## src/rtl/pipe_pkg.sv

```systemverilog
// rtl/pipe_pkg.sv - shared pipeline encodings, fetch FSM states and target select helper
package pipe_pkg;

  localparam logic [1:0]  PCS_SEQ  = 2'b00;
  localparam logic [1:0]  PCS_BR   = 2'b01;
  localparam logic [1:0]  PCS_JR   = 2'b10;
  localparam logic [1:0]  PCS_J    = 2'b11;
  localparam logic [31:0] NOP_WORD = 32'h0000_0000;

  typedef enum logic {
    RUN  = 1'b0,
    HOLD = 1'b1
  } fetch_state_e;

  function automatic logic [31:0] pcs_target(input logic [1:0]  pcs,
                                             input logic [31:0] bpc,
                                             input logic [31:0] rpc,
                                             input logic [31:0] jpc);
    logic [31:0] tgt;
    tgt = bpc;
    case (pcs)
      PCS_JR:  tgt = rpc;
      PCS_J:   tgt = jpc;
      default: tgt = bpc;
    endcase
    return tgt;
  endfunction

endpackage

```

## src/rtl/pipe_ifid_reg.sv

```systemverilog
// rtl/pipe_ifid_reg.sv - enable-controlled pc4/instruction pipeline register, resets to a bubble
module pipe_ifid_reg
  import pipe_pkg::*;
#(
  parameter logic [31:0] NOP_INST = NOP_WORD
) (
  input  logic        clock,
  input  logic        reset,
  input  logic        en,
  input  logic [31:0] next_pc4,
  input  logic [31:0] next_inst,
  output logic [31:0] pc4,
  output logic [31:0] inst
);

  always_ff @(posedge clock) begin
    if (reset) begin
      pc4  <= 32'h0;
      inst <= NOP_INST;
    end else if (en) begin
      pc4  <= next_pc4;
      inst <= next_inst;
    end
  end

endmodule

```

## src/rtl/pipe_fetch_stage.sv

```systemverilog
// rtl/pipe_fetch_stage.sv - IF stage: PC, next-PC select, imem handshake and IF/ID register
module pipe_fetch_stage
  import pipe_pkg::*;
#(
  parameter logic [31:0] RESET_PC = 32'h0000_0000,
  parameter logic [31:0] NOP_INST = NOP_WORD
) (
  input  logic        clock,
  input  logic        reset,
  input  logic [1:0]  pcsource,
  input  logic        wpcir,
  input  logic [31:0] bpc,
  input  logic [31:0] rpc,
  input  logic [31:0] jpc,
  output logic        imem_req,
  output logic [31:0] imem_addr,
  input  logic [31:0] imem_rdata,
  input  logic        imem_ack,
  output logic [31:0] pc,
  output logic [31:0] dpc4,
  output logic [31:0] dinst
);

  fetch_state_e state;
  logic         redir_pend;
  logic [31:0]  redir_pc;
  logic [31:0]  hold_inst;
  logic [31:0]  hold_pc4;

  logic         br_valid;
  logic [31:0]  tgt;
  logic [31:0]  pc_plus4;
  logic [31:0]  next_pc;
  logic [31:0]  ifid_pc4;
  logic [31:0]  ifid_inst;

  // pcsource is only trusted when ID is not stalled; its operands may be stale otherwise
  assign br_valid  = wpcir && (pcsource != PCS_SEQ);
  assign tgt       = pcs_target(pcsource, bpc, rpc, jpc);
  assign pc_plus4  = pc + 32'd4;
  assign next_pc   = br_valid ? tgt : (redir_pend ? redir_pc : pc_plus4);

  assign imem_req  = (state == RUN) && !reset;
  assign imem_addr = pc;

  always_comb begin
    ifid_pc4  = dpc4;
    ifid_inst = NOP_INST;
    if (state == HOLD) begin
      ifid_pc4  = hold_pc4;
      ifid_inst = hold_inst;
    end else if (imem_ack) begin
      ifid_pc4  = pc_plus4;
      ifid_inst = imem_rdata;
    end
  end

  // IF/ID loads whenever ID can accept: a real instruction or a bubble
  pipe_ifid_reg #(
    .NOP_INST (NOP_INST)
  ) u_ifid (
    .clock     (clock),
    .reset     (reset),
    .en        (wpcir),
    .next_pc4  (ifid_pc4),
    .next_inst (ifid_inst),
    .pc4       (dpc4),
    .inst      (dinst)
  );

  always_ff @(posedge clock) begin
    if (reset) begin
      pc         <= RESET_PC;
      state      <= RUN;
      redir_pend <= 1'b0;
      redir_pc   <= 32'h0;
      hold_inst  <= 32'h0;
      hold_pc4   <= 32'h0;
    end else begin
      case (state)
        RUN: begin
          if (imem_ack) begin
            if (wpcir) begin
              pc         <= next_pc;
              redir_pend <= 1'b0;
            end else begin
              hold_inst <= imem_rdata;
              hold_pc4  <= pc_plus4;
              state     <= HOLD;
            end
          end else if (br_valid) begin
            // delay slot still outstanding: remember where to go once it lands
            redir_pc   <= tgt;
            redir_pend <= 1'b1;
          end
        end
        HOLD: begin
          if (wpcir) begin
            pc         <= next_pc;
            redir_pend <= 1'b0;
            state      <= RUN;
          end
        end
        default: state <= RUN;
      endcase
    end
  end

endmodule
```

## config.mk

```make
export PLATFORM = sky130hd
export DESIGN_NAME = pipe_fetch_stage
export DESIGN_NICKNAME = d
export VERILOG_FILES = /design/src/rtl/pipe_pkg.sv /design/src/rtl/pipe_ifid_reg.sv /design/src/rtl/pipe_fetch_stage.sv
export SDC_FILE = /design/constraint.sdc
export NUM_CORES = 1
export LEC_CHECK = 0
export ABC_CLOCK_PERIOD_IN_PS = 2800
export BUFFER_PORTS_ARGS = -buffer_cell sky130_fd_sc_hd__buf_2
export CAP_MARGIN = 0
export CORE_ASPECT_RATIO = 1.5
export CORE_MARGIN = 10
export CORE_UTILIZATION = 35
export CTS_CLUSTER_DIAMETER = 80
export CTS_CLUSTER_SIZE = 14
export DETAILED_ROUTE_END_ITERATION = 10
export GPL_TIMING_DRIVEN = 0
export PLACE_DENSITY = 0.55
export SKIP_CTS_REPAIR_TIMING = 1
export SLEW_MARGIN = 5
export SYNTH_ARGS = -nofsm -noshare
export SYNTH_HDL_FRONTEND = slang
export SYNTH_SLANG_ARGS = --single-unit
export TNS_END_PERCENT = 1
```

## constraint.sdc

```tcl
create_clock -name clock -period 2.8 [get_ports clock]
set_input_delay 0.56 -clock clock [delete_from_list [all_inputs] [get_ports clock]]
set_output_delay 0.56 -clock clock [all_outputs]
set_load 0.02 [all_outputs]
```

# Yosys cells after proc, flatten, opt, wreduce, memory -nomap -nowiden
# Cells that the tools add are included.
word_totals:
  reg_bits: 194
  in_bits: 134
  out_inout_bits: 129
  elab_cells: 41
op_classes:
  addsub: 1
  eq_ne: 4
  muxes: 17
  bitwise_logic: 3
  n_reduce_logical: 8
op_table:
  columns: ["cell", "n"]
  rows:
  - ["32-bit 2-to-1 mux", 8]
  - ["32-bit one-hot mux with 2 select lines", 2]
  - ["32-bit by 3-bit adder with 32-bit output, second input constant", 1]
  - ["3-bit AND reduction", 2]
  - ["1-bit 2-to-1 mux", 5]
  - ["2-bit equality test, second input constant", 2]
  - ["1-bit one-hot mux with 2 select lines", 2]
  - ["2-bit nonzero test", 2]
  - ["3-bit inequality test, second input constant", 1]
  - ["1-bit NOT", 3]
  - ["1-bit logical AND", 2]
  - ["2-bit inequality test, second input constant", 1]
  - ["2-bit AND reduction", 1]
  - ["1-bit logical NOT", 1]

# Depth between registers and ports, before layout
depth:
  word_depth: 6
  mapped_depth: 8
  depth_no_buf: 6

# Modules after synthesis
# Synthesis repeated with hierarchy kept, for this count alone.
unflattened:
  cells_unflattened: 1299
  area_unflattened_um2: 10095.9
by_module_without_submodules:
  columns: ["mod", "instances", "cells_each", "area_per_inst_um2", "seq_area_each_um2"]
  rows:
  - ["pipe_fetch_stage", 1, 1093, 7805.0, 2602.5]
  - ["pipe_ifid_reg", 1, 206, 2290.9, 1281.2]

# Worst setup path after synthesis
# OpenSTA, ideal clock, no wires.
synth_timing:
  path_type: "reg2reg"
  start: "reg pc[2] (netlist: imem_addr[2])"
  end: "reg u_ifid.pc4[30]"
  setup_ns: 0.117
  arrival_ns: 2.156
  t_required_ns: 2.683
  slack_ns: 0.526
  path_stages_with_launch: 7
  path_buffers: 0
  period_less_slack_ns: 2.274
  cell_sequence: "dfxtp_1 > ha_1 > nand3_1 > nor4_1 > a31o_2 > nand3_1 > a32o_1"
synth_between:
  elab_chain_len: 3
synth_lines:
  columns: ["item", "line", "source"]
  rows:
  - ["from (decl)", "pipe_fetch_stage.sv:19", "output logic [31:0] pc,"]
  - ["from (signal assigned)", "pipe_fetch_stage.sv:84", "pc <= next_pc;"]
  - ["from (signal assigned)", "pipe_fetch_stage.sv:99", "pc <= next_pc;"]
  - ["32-bit by 3-bit adder with 32-bit output", "pipe_fetch_stage.sv:40", "assign pc_plus4 = pc + 32'd4;"]
  - ["32-bit 2-to-1 mux", "pipe_fetch_stage.sv:52", "end else if (imem_ack) begin"]
  - ["32-bit 2-to-1 mux", "pipe_fetch_stage.sv:49", "if (state == HOLD) begin"]
  - ["to (signal assigned)", "pipe_ifid_reg.sv:21", "pc4 <= next_pc4;"]
  - ["to (decl)", "pipe_ifid_reg.sv:12", "output logic [31:0] pc4,"]
# No other way between the ends. The select of a mux whose other input is x is not followed.
# A chain may end at the register's enable or synchronous reset.

# Worst setup path after layout
layout_timing:
  start: "in imem_ack"
  end: "reg pc[3] (netlist: imem_addr[3])"
layout_between:
  elab_chain_len: 1
layout_lines:
  columns: ["item", "line", "source"]
  rows:
  - ["from (decl)", "pipe_fetch_stage.sv:18", "input logic imem_ack,"]
  - ["2-bit inequality test (no source line)", null, null]
# No other way between the ends.

==> results.sh <==
export IMPL_run_status="complete, but fails checks"
export IMPL_violations="setup timing"
export IMPL_track_usage_pct=22.5
export IMPL_crit_required_ns=3.17
export IMPL_area_delta_synth_final_pct=24.4
export IMPL_synth_fp_nets=1392
export IMPL_min_path_cells=3
export IMPL_max_cap_violations=0
export IMPL_worst_setup_path_start_kind="input pin"
export IMPL_core_region_area_sq_um=27400
export IMPL_hold_viol_final=0
export IMPL_clock_latency_ns=0.45
export IMPL_period_minus_slack_ns=2.89
export IMPL_power_density_nw_per_um2=580
export IMPL_worstSetupPathType="input pin to register"
export IMPL_synth_warnings=0
export IMPL_leakage_nw=5.10
export IMPL_drv_slew=0
export IMPL_cp_end_kind="register"
export IMPL_clk_path_buf_depth=2
export IMPL_die_area_sq_um=35100
export IMPL_final_common_cell="buf_2"
export IMPL_synth_cells=1257
export IMPL_arrival_ns=3.26
export IMPL_root_buffer="clkbuf_16"
export IMPL_final_net_count=1670
export IMPL_ant_nets=0
export IMPL_htree_levels=4
export IMPL_grt_setup_unrepaired="yes"
export IMPL_via_count=10200
export IMPL_layout_common_cells="269 x buf_2, 194 x dfxtp_1, 174 x nand2_1"
export IMPL_drive_gt1_share_pct=24.0
export IMPL_rows=74
export IMPL_synth_edf_count=0
export IMPL_path_buf_inv=3
export IMPL_yosysUniqueCellTypes=65
export IMPL_fillers=2873
export IMPL_preCtsSetupSlack_ns=-0.581
export IMPL_finalNonFillerCells=1890
export IMPL_finalCritPeriodShare_pct=103
export IMPL_ys_ff_latch=194
export IMPL_place_inst=1858
export IMPL_clkSinkCount=194
export IMPL_post_route_util_pct=44.3
export IMPL_path_max_fanout=10
export IMPL_reg2reg_from="imem_addr[17]"
export IMPL_cts_buffers=17
export IMPL_timing_rr_end="u_ifid.pc4[25]"
export IMPL_start_util_pct=35.6
export IMPL_synthArstFlopShare_pct=0
export IMPL_gp_congestion=0.948
export IMPL_rrSetupSlack_ns=0.07
export IMPL_fp_dieW_um=156
export IMPL_cp_slowest_stage_delay_ns=0.74
export IMPL_critPathSlowestCell="clkbuf_1"
export IMPL_cts_clk_slew_worst_paths_ns=0.07
export IMPL_die_height_um=225
export IMPL_post_drt_via_cell_ratio=5.39
export IMPL_holdPathEnd="hold_inst[31]"
export IMPL_slew_headroom_pct=32.6
export IMPL_ys_flop_type="dfxtp_1"
export IMPL_worst_r2r_path_depth=7
export IMPL_num_io_pins=263
export IMPL_synth_area_per_cell_sq_um=7.77
export IMPL_setup_viol=5
export IMPL_cpMostUsedCell="clkbuf_1"
export IMPL_grt_pass1_vias=10200
export IMPL_portBuffers=259
export IMPL_hold_path_class="input pin to register"
export IMPL_drtIter0Drc=663
export IMPL_dp_final_hpwl_mm=32.1
export IMPL_fin_ws_ns=-0.0867
export IMPL_grt_overflow=0
export IMPL_netlist_area_sq_um=9770
export IMPL_ir_drop_v=0.000436
export IMPL_drc=0
export IMPL_min_from="imem_rdata[31]"
export IMPL_finClkSkew_ns=0.00917
export IMPL_antenna_cells=0
export IMPL_worst_hold_slack_ns=0.351
export IMPL_grt_first_pass_wirelength_mm=61.1
export IMPL_cpLargestDelayFamily="buffers and inverters"
export IMPL_ys_seq_area_share_pct=39.8
export IMPL_tightest_slew_ns=1.00
export IMPL_grt_max_degree=17
export IMPL_path_cells="clkbuf_1 > nor2_1 > nor2b_1 > clkbuf_1 > clkbuf_1 > o211ai_1 > a21oi_1"
export IMPL_antenna_found_initial=2
export IMPL_drt_wl_total_mm=40.6
export IMPL_max_freq_ghz=0.346
export IMPL_wl_per_cell_um=21.5
export IMPL_dr_pass1_iters=6
export IMPL_cts_tree="yes"
[metal layers]
metal | global-route usage (%) | vias up | share of wire, %
met5 | 0 | - | 0.052
met2 | 40.0 | 406 | 50
met1 | 24.2 | 4682 | 38
met4 | 11.0 | 4 | 4.3
met3 | 5.67 | 94 | 7.3
li1 | - | 5008 | -
[report_power, final]
part | internal [mW] | switching (mW) | leakage (nW)
registers | 2.92 | 0.149 | 1.59
logic | 0.483 | 0.842 | 3.20
clock network | 1.52 | 1.13 | 0.304
[worst max path at each step]
| stage | slack, ns | cells past startpoint | endpoint | from |
|---|---|---|---|---|
| after floorplan | 0.53 | 6 | u_ifid.pc4[30] | imem_addr[2] |
| after global placement | -0.53 | 7 | u_ifid.pc4[25] | imem_ack |
| after detailed placement | -0.58 | 7 | u_ifid.pc4[25] | imem_ack |
| after CTS | -0.19 | 4 | imem_req | state |
| after global routing | -0.19 | 7 | u_ifid.pc4[17] | imem_ack |
| final | -0.09 | 7 | imem_addr[3] | imem_ack |
[cell families (layout without fill, tap and decap cells)]
kind of cell | count (synthesis) | in the layout | synth area share [%]
compound gates | 362 | 362 | 23.3
xor+xnor | 15 | 15 | 1.35
fa+ha+maj | 1 | 1 | 0.128
buf+inv | 155 | 446 | 7.96
flops | 194 | 194 | 39.8
mux | 40 | 40 | 4.21
simple gates | 490 | 490 | 23.3
[worst reg2reg max path, delay by kind of cell (launching register included)]
family,cells,cell delay [ns]
AO/OA/AOI/OAI,2,0.41
buffers and inverters,2,0.60
flip-flops,1,0.40
AND/OR/NAND/NOR,3,1.25
[sequential cells by signal, indices dropped and copies added (netlist names)]
signal / flops
hold_pc4: 32
u_ifid.pc4: 32
u_ifid.inst: 32
redir_pend: 1
imem_addr: 32
redir_pc: 32
state: 1
hold_inst: 32
[per-stage QoR]
step	setup TNS [ns]	cell area, sq um	power, mW
finish	-0.295	12100	7.05
global route	-1.80	12100	7.35
CTS	-1.09	12100	7.10
detailed placement	-23.10	11500	4.46
global placement	-22.46	11500	4.45
floorplan	0	9770	3.91
[cells in the mapped netlist, types with 31 or more instances]
| cell type | number | area, sq um |
|---|---|---|
| a211oi_1 | 55 | 413 |
| a21oi_1 | 173 | 866 |
| and3_1 | 37 | 231 |
| buf_4 | 35 | 263 |
| clkbuf_1 | 75 | 282 |
| dfxtp_1 | 194 | 3880 |
| mux2i_1 | 31 | 310 |
| nand2_1 | 174 | 653 |
| nand3_1 | 31 | 155 |
| nor2_1 | 140 | 526 |
| nor3_1 | 41 | 205 |
| o21ai_0 | 35 | 175 |
[cell type report]
cell class	count	area, sq um	area share, %
multi-input cells	908	5140	42.3
flip-flops and latches	194	3880	32.0
repair buffers	259	1300	10.7
plain buffers	141	728	5.99
clock buffers	19	443	3.65
well taps	342	428	3.52
clock inverters	13	181	1.49
inverters	14	52.6	0.433
No activity file was read; power rests on OpenSTA's default activity.
